<file path="config.mk">
export PLATFORM = sky130hd
export DESIGN_NAME = fp_addsub_special_pipe
export DESIGN_NICKNAME = d
export VERILOG_FILES = /design/src/rtl/fp_pkg.sv /design/src/rtl/fp_classify.sv /design/src/rtl/fp_addsub_special_pipe.sv
export SDC_FILE = /design/constraint.sdc
export NUM_CORES = 1
export LEC_CHECK = 0
export CAP_MARGIN = 20
export CELL_PAD_IN_SITES_DETAIL_PLACEMENT = 1
export CELL_PAD_IN_SITES_GLOBAL_PLACEMENT = 1
export CORE_ASPECT_RATIO = 0.75
export CORE_MARGIN = 4
export CORE_UTILIZATION = 47
export CTS_CLUSTER_DIAMETER = 50
export DETAILED_ROUTE_END_ITERATION = 16
export PLACE_DENSITY_LB_ADDON = 0.1
export SYNTH_ARGS = -nofsm -noshare
export SYNTH_HDL_FRONTEND = slang
export SYNTH_SLANG_ARGS = --single-unit
export TNS_END_PERCENT = 5
</file>
<file path="constraint.sdc">
create_clock -name clk -period 7.1 [get_ports clk]
set_input_delay 1.42 -clock clk [delete_from_list [all_inputs] [get_ports clk]]
set_output_delay 1.42 -clock clk [all_outputs]
set_load 0.005 [all_outputs]
</file>
<file path="src/rtl/fp_pkg.sv">
// Shared constants, operand classes and canonical-NaN helper for the FP add/sub datapath.
package fp_pkg;

    localparam int unsigned EXP_W_DEF = 8;
    localparam int unsigned MAN_W_DEF = 23;

    localparam logic [1:0] RM_RNE = 2'b00;
    localparam logic [1:0] RM_RZ  = 2'b01;
    localparam logic [1:0] RM_RU  = 2'b10;
    localparam logic [1:0] RM_RD  = 2'b11;

    typedef enum logic [2:0] {
        CLS_ZERO,
        CLS_DENORM,
        CLS_NORM,
        CLS_INF,
        CLS_QNAN,
        CLS_SNAN
    } cls_t;

    // Exponent+mantissa bits of the canonical quiet NaN (sign 0), right-aligned.
    function automatic logic [63:0] qnan_bits(input int unsigned exp_w, input int unsigned man_w);
        logic [63:0] r;
        r = '0;
        for (int unsigned i = 0; i < exp_w; i++) begin
            r[man_w + i] = 1'b1;
        end
        r[man_w - 1] = 1'b1;
        return r;
    endfunction

endpackage

</file>
<file path="src/rtl/fp_classify.sv">
// Combinational single-operand classifier (zero / denormal / normal / inf / qNaN / sNaN).
module fp_classify
    import fp_pkg::*;
#(
    parameter int unsigned EXP_W = EXP_W_DEF,
    parameter int unsigned MAN_W = MAN_W_DEF
) (
    input  logic [EXP_W-1:0] e,
    input  logic [MAN_W-1:0] m,
    output cls_t             cls
);

    always_comb begin
        cls = CLS_NORM;
        if (&e) begin
            if (m == '0)
                cls = CLS_INF;
            else
                cls = m[MAN_W-1] ? CLS_QNAN : CLS_SNAN;
        end else if (e == '0) begin
            cls = (m == '0) ? CLS_ZERO : CLS_DENORM;
        end
    end

endmodule

</file>
<file path="src/rtl/fp_addsub_special_pipe.sv">
// Special-operand result and flags for FP add/sub, delayed LATENCY cycles to match the adder.
// Optional flush-to-zero of denormal inputs: define FP_SPECIAL_FTZ_EN.
module fp_addsub_special_pipe
    import fp_pkg::*;
#(
    parameter int unsigned EXP_W   = EXP_W_DEF,
    parameter int unsigned MAN_W   = MAN_W_DEF,
    parameter int unsigned LATENCY = 4
) (
    input  logic             clk,
    input  logic             rst,
    input  logic             enable,
    input  logic             in_valid,
    input  logic             Sx,
    input  logic [EXP_W-1:0] Ex,
    input  logic [MAN_W-1:0] Mx,
    input  logic             Sy,
    input  logic [EXP_W-1:0] Ey,
    input  logic [MAN_W-1:0] My,
    input  logic             sub,
    input  logic [1:0]       roundMode,
    output logic             out_valid,
    output logic             special,
    output logic             Sz,
    output logic [EXP_W-1:0] Ez,
    output logic [MAN_W-1:0] Mz,
    output logic             invalid_flag,
    output logic             zero_flag
);

    localparam logic [63:0] QNAN_FULL = qnan_bits(EXP_W, MAN_W);

    typedef struct packed {
        logic             valid;
        logic             special;
        logic             invalid;
        logic             zero;
        logic             s;
        logic [EXP_W-1:0] e;
        logic [MAN_W-1:0] m;
    } stage_t;

    cls_t   cls_x, cls_y;
    stage_t next_stage;
    stage_t pipe_q [LATENCY];

    logic sy_eff, rd;
    logic x_nan, y_nan, x_snan, y_snan, x_inf, y_inf, x_zero, y_zero;

    fp_classify #(.EXP_W(EXP_W), .MAN_W(MAN_W)) u_cls_x (.e(Ex), .m(Mx), .cls(cls_x));
    fp_classify #(.EXP_W(EXP_W), .MAN_W(MAN_W)) u_cls_y (.e(Ey), .m(My), .cls(cls_y));

    always_comb begin
        next_stage = '0;
        sy_eff = Sy ^ sub;
        rd     = (roundMode == RM_RD);
        x_snan = (cls_x == CLS_SNAN);
        y_snan = (cls_y == CLS_SNAN);
        x_nan  = x_snan || (cls_x == CLS_QNAN);
        y_nan  = y_snan || (cls_y == CLS_QNAN);
        x_inf  = (cls_x == CLS_INF);
        y_inf  = (cls_y == CLS_INF);
`ifdef FP_SPECIAL_FTZ_EN
        x_zero = (cls_x == CLS_ZERO) || (cls_x == CLS_DENORM);
        y_zero = (cls_y == CLS_ZERO) || (cls_y == CLS_DENORM);
`else
        x_zero = (cls_x == CLS_ZERO);
        y_zero = (cls_y == CLS_ZERO);
`endif
        next_stage.special = 1'b1;
        if (x_nan || y_nan) begin
            {next_stage.e, next_stage.m} = QNAN_FULL[EXP_W+MAN_W-1:0];
            next_stage.invalid = x_snan | y_snan;
        end else if (x_inf && y_inf && (Sx != sy_eff)) begin
            {next_stage.e, next_stage.m} = QNAN_FULL[EXP_W+MAN_W-1:0];
            next_stage.invalid = 1'b1;
        end else if (x_inf) begin
            {next_stage.s, next_stage.e, next_stage.m} = {Sx, Ex, Mx};
        end else if (y_inf) begin
            {next_stage.s, next_stage.e, next_stage.m} = {sy_eff, Ey, My};
        end else if (x_zero && y_zero) begin
            next_stage.s    = rd ? (Sx | sy_eff) : (Sx & sy_eff);
            next_stage.zero = 1'b1;
        end else if (x_zero) begin
            {next_stage.s, next_stage.e, next_stage.m} = {sy_eff, Ey, My};
`ifdef FP_SPECIAL_FTZ_EN
            if (cls_y == CLS_DENORM) next_stage.m = '0;
`endif
        end else if (y_zero) begin
            {next_stage.s, next_stage.e, next_stage.m} = {Sx, Ex, Mx};
`ifdef FP_SPECIAL_FTZ_EN
            if (cls_x == CLS_DENORM) next_stage.m = '0;
`endif
        end else if ((Ex == Ey) && (Mx == My) && (Sx != sy_eff)) begin
            next_stage.s    = rd;
            next_stage.zero = 1'b1;
        end else begin
            next_stage.special = 1'b0;
        end
        next_stage.valid = 1'b1;
        if (!in_valid) next_stage = '0;
    end

    always_ff @(posedge clk) begin
        if (rst) begin
            for (int unsigned i = 0; i < LATENCY; i++) pipe_q[i] <= '0;
        end else if (enable) begin
            pipe_q[0] <= next_stage;
            for (int unsigned i = 1; i < LATENCY; i++) pipe_q[i] <= pipe_q[i-1];
        end
    end

    assign out_valid    = pipe_q[LATENCY-1].valid;
    assign special      = pipe_q[LATENCY-1].special;
    assign invalid_flag = pipe_q[LATENCY-1].invalid;
    assign zero_flag    = pipe_q[LATENCY-1].zero;
    assign Sz           = pipe_q[LATENCY-1].s;
    assign Ez           = pipe_q[LATENCY-1].e;
    assign Mz           = pipe_q[LATENCY-1].m;

endmodule
</file>
==> flow_summary.yaml, run 1 <==
status:
  status: "complete, no violations"
global_route:
  grt_usage_pct: 23.1
  grt_pass1_vias: 4551
  grt_max_degree: 109
  grt_pass1_wl_mm: 26.1
  overflow: 0
  antenna_found_initial: 0
clock_tree:
  cts_buffer_depth: 2
  cts_sinks: 144
  postCtsSetupRepairBufs: 0
  cts_hold_buffers: 0
  clkTransAtPathRegs_ns: 0.07
  clock_latency_ns: 0.43
  cts.repair.resized: 0
  cts_buffers: 17
  root_buffer: "clkbuf_16"
  h-tree-depth: 4
  cts_tree: "yes"
logic_synthesis:
  synth_largest_area_cell: "edfxtp_1"
  synth_edf_count: 144
  seq_area_frac_synth_pct: 68.1
  syn_nets: 541
  yosysWarnings: 0
  yosys_register_bits: 144
  synthCells: 468
  avgSynthCellArea_um2: 13.6
  synthTopCellsByArea: "edfxtp_1 68%, and2_1 11%, xor2_1 4.3%"
  synthesis.area_um2: 6350
  synth_ff_type: "edfxtp_1"
  async_reset_ff_share_pct: 0
  synth_cell_type_count: 41
  synth_top_area_share_pct: 68.1
final_layout:
  regMostFlops: "pipe_q"
  largest_reg_flops: 144
  synthToLayoutAreaGrowth_pct: 28.9
  final_common_cell: "edfxtp_1"
  mostFrequentLayoutCells: "144 x edfxtp_1, 108 x and2_1, 106 x clkdlybuf4s50_1"
  diodes: 0
  fillCellCount: 1253
  nNetsFinal: 647
  drive_gt1_share_pct: 7.33
  reg_top3: "pipe_q x144"
drt:
  firstDrtPassIters: 4
  route.detailed.drc: 0
  via_per_inst: 5.50
  vias: 4166
  drt-initial-drc-count: 342
  postRouteAntennaNets: 0
  wl_per_cell_um: 22.3
  wl_mm: 16.9
timing:
  slew_violations: 0
  fin_ws_ns: 2.68
  holdWs_ns: 0.518
  finalSetupTns_ns: 0
  fin_crit_sh_pct: 62.3
  layout_min_cycle_time_ns: 4.42
  fmax_ghz: 0.226
  rsz0062_at_grt: "no"
  setup_viol: 0
  finClkSkew_ns: 0.0120
  worst_pin_slew_ns: 1.04
  hold_viol: 0
  maxSlewHeadroom_pct: 30.5
floorplan:
  fp.coreArea_um2: 13100
  die_x_um: 142
  dieArea_um2: 15500
  io_pins: 107
  rows: 36
  die_h_um: 109
  initial_utilization_pct: 48.5
setup_path:
  worstPathMaxFanout: 24
  path_cells: "clkdlybuf4s50_1 > nor4_1 > nand4_1 > o21ai_0 > nand3_1 > a311o_1 > a211oi_2"
  worst_ep_required_time_ns: 7.37
  r2r_cells: 1
  critPathMaxStageDelay_ns: 0.83
  startpoint: "My[11]"
  worst_ep_arrival_time_ns: 4.69
  end_kind: "register"
  r2r_start: "pipe_q[0][30]"
  reg2reg_slack_ns: 6.25
  path_class: "in -> reg"
  crit_path_start_kind: "input port"
  r2r_end: "pipe_q[1][30]"
  crit_slowest_cell: "nand3_1"
power_and_ir_drop:
  clockPowerShare_pct: 44.9
  powerDensity_nw_per_um2: 256
  vdd_drop_max_uv: 198
  swShare_pct: 23.6
  pwr-share-comb_pct: 7.4
  p_int_uw: 1600
  pwr-share-seq_pct: 47.7
  power.total_uw: 2090
  switchingPower_uw: 494
  leakagePower_uw: 0.00298
min_path:
  holdPathEnd: "pipe_q[2][11]"
  whs_path_depth: 1
  hold_class: "reg -> reg"
  hold_path_startpoint: "pipe_q[1][11]"
placed_design:
  gp_congestion: 0.884
  portBuffers: 106
  hpwl_mm: 11.5
  place_ws_ns: 2.38
run:
  max_cap_violations: 0
-- routing by layer --
layer / track usage, % / vias up / wire length [um]
met5: 0 / - / 0
met4: 7.33 / 0 / 205
met3: 5.04 / 15 / 1030
met2: 38.8 / 155 / 8430
met1: 30.4 / 2046 / 7280
li1: - / 1950 / -
-- worst max-delay path, delay by kind of cell --
family                 cells  cell delay, ns
AOI/OAI and AO/OA          3            1.18
buffers and inverters      1            0.47
and+or+nand+nor            3            1.60
-- kinds of logic after synthesis --
| logic type | Yosys count | share of synthesized area [%] |
|---|---|---|
| compound gates | 52 | 5.99 |
| xor+xnor | 32 | 4.41 |
| fa+ha+maj | 2 | 0.394 |
| buf+inv | 29 | 2.27 |
| flops | 144 | 68.1 |
| simple gates | 209 | 18.9 |
-- layout make-up --
class	count	area [um2]	share of cell area, %
Sequential cell	144	4320	52.8
Multi-Input combinational cell	295	1890	23.1
Timing Repair Buffer	111	1120	13.7
Clock buffer	17	425	5.20
Tap cell	171	214	2.61
Clock inverter	15	190	2.32
Inverter	5	18.8	0.229
-- synthesized netlist by cell type (all sizes together) (4+ instances only) --
master / n
nand2: 15
a32oi: 19
clkbuf: 18
buf: 6
a22oi: 4
nor2: 32
nor4: 24
nand4: 9
edfxtp: 144
o21ai: 4
nor3: 5
inv: 5
xor2: 31
a21oi: 13
nand3: 7
and2: 109
-- metrics by stage --
step,util [%],std cells,instance area [um2]
floorplan,-,468,6350
global placement,57.5,725,7540
detailed placement,57.5,725,7540
CTS,62.2,757,8160
global route,62.4,758,8180
finish,62.4,758,8180
-- worst max path at each step --
stage,endpoint,slack [ns]
2_1_floorplan,pipe_q[0][0],3.47
3_3_place_gp,pipe_q[0][16],2.42
3_5_place_dp,pipe_q[0][31],2.38
4_1_cts,pipe_q[0][31],2.80
5_1_grt,pipe_q[0][31],2.39
6_report,pipe_q[0][31],2.68
-- power groups by stage --
stage               clock, uW  sequential, uW  combinational, uW
floorplan                   0            1010               48.6
global placement            0            1010                150
detailed placement          0            1020                152
finish                    940            1000                155
CTS                       960            1000                154
global route             1000            1000                166
(Power assumes the default switching activity.)
==> run 2, diff against run 1 <==
- CORE_UTILIZATION: 47 -> 39
- clock period: 7.1 -> 3.85 ns (I/O delays scaled with it)
==> flow_summary.yaml, run 2 (synthesized netlist as in run 1, its figures left out) <==
setup_path:
  end_kind: "register"
  r2r_start: "pipe_q[1][4]"
  worst_ep_required_time_ns: 4.04
  path_class: "in -> reg"
  worst_ep_arrival_time_ns: 3.33
  crit_path_start_kind: "input port"
  worstPathMaxFanout: 13
  r2r_cells: 1
  startpoint: "My[5]"
floorplan:
  fp.coreArea_um2: 16000
  dieArea_um2: 18400
  die_x_um: 155
  rows: 40
  die_h_um: 119
  io_pins: 107
  initial_utilization_pct: 39.7
global_route:
  grt_max_degree: 145
  grt_pass1_vias: 4278
  met2_usage_pct: 24.6
  antenna_found_initial: 0
  grt_busiest_layer: "met1"
  grt_usage_pct: 17.5
  grt_pass1_wl_mm: 24.4
  grtUsageMet3_pct: 5.01
  grt_use_met1_pct: 26.0
  overflow: 0
timing:
  hold_viol: 0
  fmax_ghz: 0.319
  worst_pin_slew_ns: 0.815
  layout_min_cycle_time_ns: 3.14
  setup_viol: 0
  slew_violations: 0
  finalSetupTns_ns: 0
  rsz0062_at_grt: "no"
  fin_crit_sh_pct: 81.5
  holdWs_ns: 0.511
  finClkSkew_ns: 0.0103
  maxSlewHeadroom_pct: 45.7
final_layout:
  diodes: 0
  mostFrequentLayoutCells: "144 x edfxtp_1, 108 x and2_1, 106 x clkdlybuf4s50_1"
  drive_gt1_share_pct: 8.26
  fillCellCount: 1618
  reg_top3: "pipe_q x144"
  largest_reg_flops: 144
  synthToLayoutAreaGrowth_pct: 30.1
  regMostFlops: "pipe_q"
  finalNonFillerCells: 803
  nNetsFinal: 653
  final_common_cell: "edfxtp_1"
power_and_ir_drop:
  vdd_drop_max_uv: 318
  leakagePower_uw: 0.00299
  powerDensity_nw_per_um2: 462
min_path:
  hold_path_startpoint: "pipe_q[1][21]"
  hold_class: "reg -> reg"
  whs_path_depth: 1
run:
  max_cap_violations: 0
clock_tree:
  cts_hold_buffers: 0
  cts_buffers: 17
  cts_sinks: 144
  root_buffer: "clkbuf_16"
  postCtsSetupRepairBufs: 0
  clock_latency_ns: 0.42
  cts.repair.resized: 0
  clkTransAtPathRegs_ns: 0.06
  cts_tree: "yes"
  cts_buffer_depth: 2
  h-tree-depth: 4
drt:
  vias: 4114
  wl_per_cell_um: 19.6
  via_per_inst: 5.12
  drt-initial-drc-count: 358
  firstDrtPassIters: 4
  wl_mm: 15.7
  postRouteAntennaNets: 0
  route.detailed.drc: 0
placed_design:
  hpwl_mm: 10.9
  portBuffers: 106
  gp_congestion: 0.967
  post-place-cells: 771
status:
  status: "complete, no violations"
==> run 2: layout make-up <==
class                   count  area, um2  area share (%)
clock buffers              18        429            5.20
inverters                   5       18.8           0.227
well taps                 210        263            3.18
multi-input cells         295       1890            22.9
clock inverters            14        176            2.14
flip-flops and latches    144       4320            52.3
repair buffers            117       1160            14.0
==> run 2: stage by stage <==
| step | power (uW) | setup slack (ns) | util (%) | instance area [um2] |
|---|---|---|---|---|
| 5_1_grt | 3970 | 0.624 | 51.6 | 8260 |
| 2_1_floorplan | 1960 | 0.866 | - | 6350 |
| 3_5_place_dp | 2160 | 0.368 | 47.8 | 7650 |
| 4_1_cts | 3870 | 0.811 | 51.6 | 8260 |
| 6_report | 3810 | 0.712 | 51.6 | 8260 |
| 3_3_place_gp | 2150 | 0.351 | 47.8 | 7650 |
==> run 2: path summary, 6_finish.rpt <==
path / endpoint / slack [ns]
min reg2reg: pipe_q[2][21] / 0.51
max: pipe_q[0][24] / 0.71
min: pipe_q[2][21] / 0.51
max reg2reg: pipe_q[2][4] / 3.07
==> run 2: critical path, cell delays in order <==
cell,delay (ns)
clkdlybuf4s50_1,0.50
nor4_1,0.37
nand2_1,0.23
nor4_1,0.60
a21o_1,0.19
buf_4,0.22
nand2_1,0.08
a31oi_1,0.35
==> run 2: per-layer routing <==
metal / vias up / part of all wire, % / wire [um]
li1: 1957 / - / -
met1: 1971 / 47 / 7440
met2: 165 / 43 / 6770
met3: 21 / 7.7 / 1210
met4: 0 / 1.9 / 301
met5: - / 0 / 0
==> run 2: power breakdown <==
| group | switching [uW] | internal, uW |
|---|---|---|
| Sequential | 19.9 | 1820 |
| Combinational | 143 | 140 |
| Clock | 712 | 983 |
==> run 3, diff against run 2 <==
- clock period: 3.85 -> 2.8 ns (I/O delays scaled with it)
==> flow_summary.yaml, run 3 (synthesized netlist as in run 1, its figures left out) <==
final_layout:
  multi_input_area_um2: 1890
  nNetsFinal: 742
  regMostFlops: "pipe_q"
  final_common_cell: "edfxtp_1"
  mostFrequentLayoutCells: "144 x edfxtp_1, 108 x and2_1, 106 x clkdlybuf4s50_1"
  finalNonFillerCells: 892
  drive_gt1_share_pct: 20.2
  ff_latch_area_um2: 4320
  synthToLayoutAreaGrowth_pct: 41.0
  largest_reg_flops: 144
  reg_top3: "pipe_q x144"
  final_util_pct: 55.9
  fillCellCount: 1630
  design_area_um2: 8950
  diodes: 0
drt:
  top_layer: "met4"
  wl_mm: 16.6
  wl_per_cell_um: 18.6
  met3WireLength_um: 852
  firstDrtPassIters: 4
  wl_met2_mm: 7.39
  via_per_inst: 5.00
  m1WireLength_mm: 8.27
  postRouteAntennaNets: 0
  route.detailed.drc: 0
  vias: 4458
  drt-initial-drc-count: 250
power_and_ir_drop:
  vdd_drop_max_uv: 302
  leakagePower_uw: 0.00342
  powerDensity_nw_per_um2: 580
  power.total_uw: 5200
global_route:
  grt_max_degree: 109
  grt_pass1_wl_mm: 26.5
  grt_usage_pct: 18.7
  antenna_found_initial: 0
  overflow: 0
  grt_pass1_vias: 4741
placed_design:
  portBuffers: 106
  hpwl_mm: 12.4
  place_area_um2: 8370
  gp_congestion: 0.873
  post-place-cells: 860
timing:
  setup_viol: 0
  hold_viol: 0
  fmax_ghz: 0.367
  maxSlewHeadroom_pct: 48.2
  fin_crit_sh_pct: 97.4
  finalSetupTns_ns: 0
  worst_pin_slew_ns: 0.777
  rsz0062_at_grt: "no"
  finClkSkew_ns: 0.00872
  layout_min_cycle_time_ns: 2.73
  slew_violations: 0
setup_path:
  worst_ep_required_time_ns: 2.95
  worstPathMaxFanout: 13
  path_class: "in -> reg"
  cpLargestDelayFamily: "simple AND/OR/NAND/NOR gates"
  crit_path_start_kind: "input port"
  end_kind: "register"
  worst_ep_arrival_time_ns: 2.88
  crit_buf_inv: 3
  path_cells: "clkdlybuf4s50_1 > nor4_1 > nand4_1 > or3_4 > a21o_1 > buf_4 > buf_12 > a32oi_1 > nor2_1"
  critPathMaxStageDelay_ns: 0.46
  crit_slowest_cell: "clkdlybuf4s50_1"
floorplan:
  dieArea_um2: 18400
  initial_utilization_pct: 39.7
  rows: 40
  die_x_um: 155
  io_pins: 107
  fp.coreArea_um2: 16000
  die_h_um: 119
clock_tree:
  postCtsSetupRepairBufs: 0
  cts_buffers: 17
  root_buffer: "clkbuf_16"
  cts_buffer_depth: 2
  cts_sinks: 144
  cts.repair.resized: 0
  h-tree-depth: 4
  cts_hold_buffers: 0
  clock_latency_ns: 0.41
  clkTransAtPathRegs_ns: 0.06
  cts_tree: "yes"
min_path:
  hold_class: "reg -> reg"
status:
  status: "complete, no violations"
run:
  max_cap_violations: 0
-- run 3: cell count changes in the layout (fill, tap and decap cells not counted), sizes merged --
| cell | change |
|---|---|
| clkinvlp | +2 |
| clkinv | +1 |
| bufinv | -1 |
| clkbuf | -1 |
| inv | -1 |
| buf | +89 |
-- run 3: routing by layer --
layer,track usage [%],vias to the layer above
met5,0,-
met4,3.77,0
met3,4.21,7
met2,27.9,135
met1,28.3,2174
li1,-,2142
-- run 3: final timing paths --
kind                 startpoint       endpoint  slack (ns)  depth (start not counted)
setup / recovery         My[15]   pipe_q[0][7]        0.07                          9
hold / removal    pipe_q[2][19]  pipe_q[3][19]        0.52                          1
hold reg to reg   pipe_q[2][19]  pipe_q[3][19]        0.52                          1
setup reg to reg  pipe_q[1][21]  pipe_q[2][21]        1.98                          1
-- run 3: area by class of cell --
class / instances / area share, %
clock inverters: 15 / 1.72
repair buffers: 206 / 20.9
well taps: 210 / 2.94
clock buffers: 17 / 4.75
flip-flops and latches: 144 / 48.3
inverters: 5 / 0.210
multi-input cells: 295 / 21.1
-- run 3: report_power, final --
part	switching, uW	internal [uW]
clock network	947	1250
registers	28.7	2500
logic	215	256
-- run 3: through the flow --
| step | setup WS, ns | hold WS, ns |
|---|---|---|
| 2_1_floorplan | 0.0261 | 0.497 |
| 3_3_place_gp | -0.290 | 0.500 |
| 3_5_place_dp | -0.308 | 0.506 |
| 4_1_cts | 0.134 | 0.521 |
| 5_1_grt | 0.0109 | 0.536 |
| 6_report | 0.0729 | 0.516 |
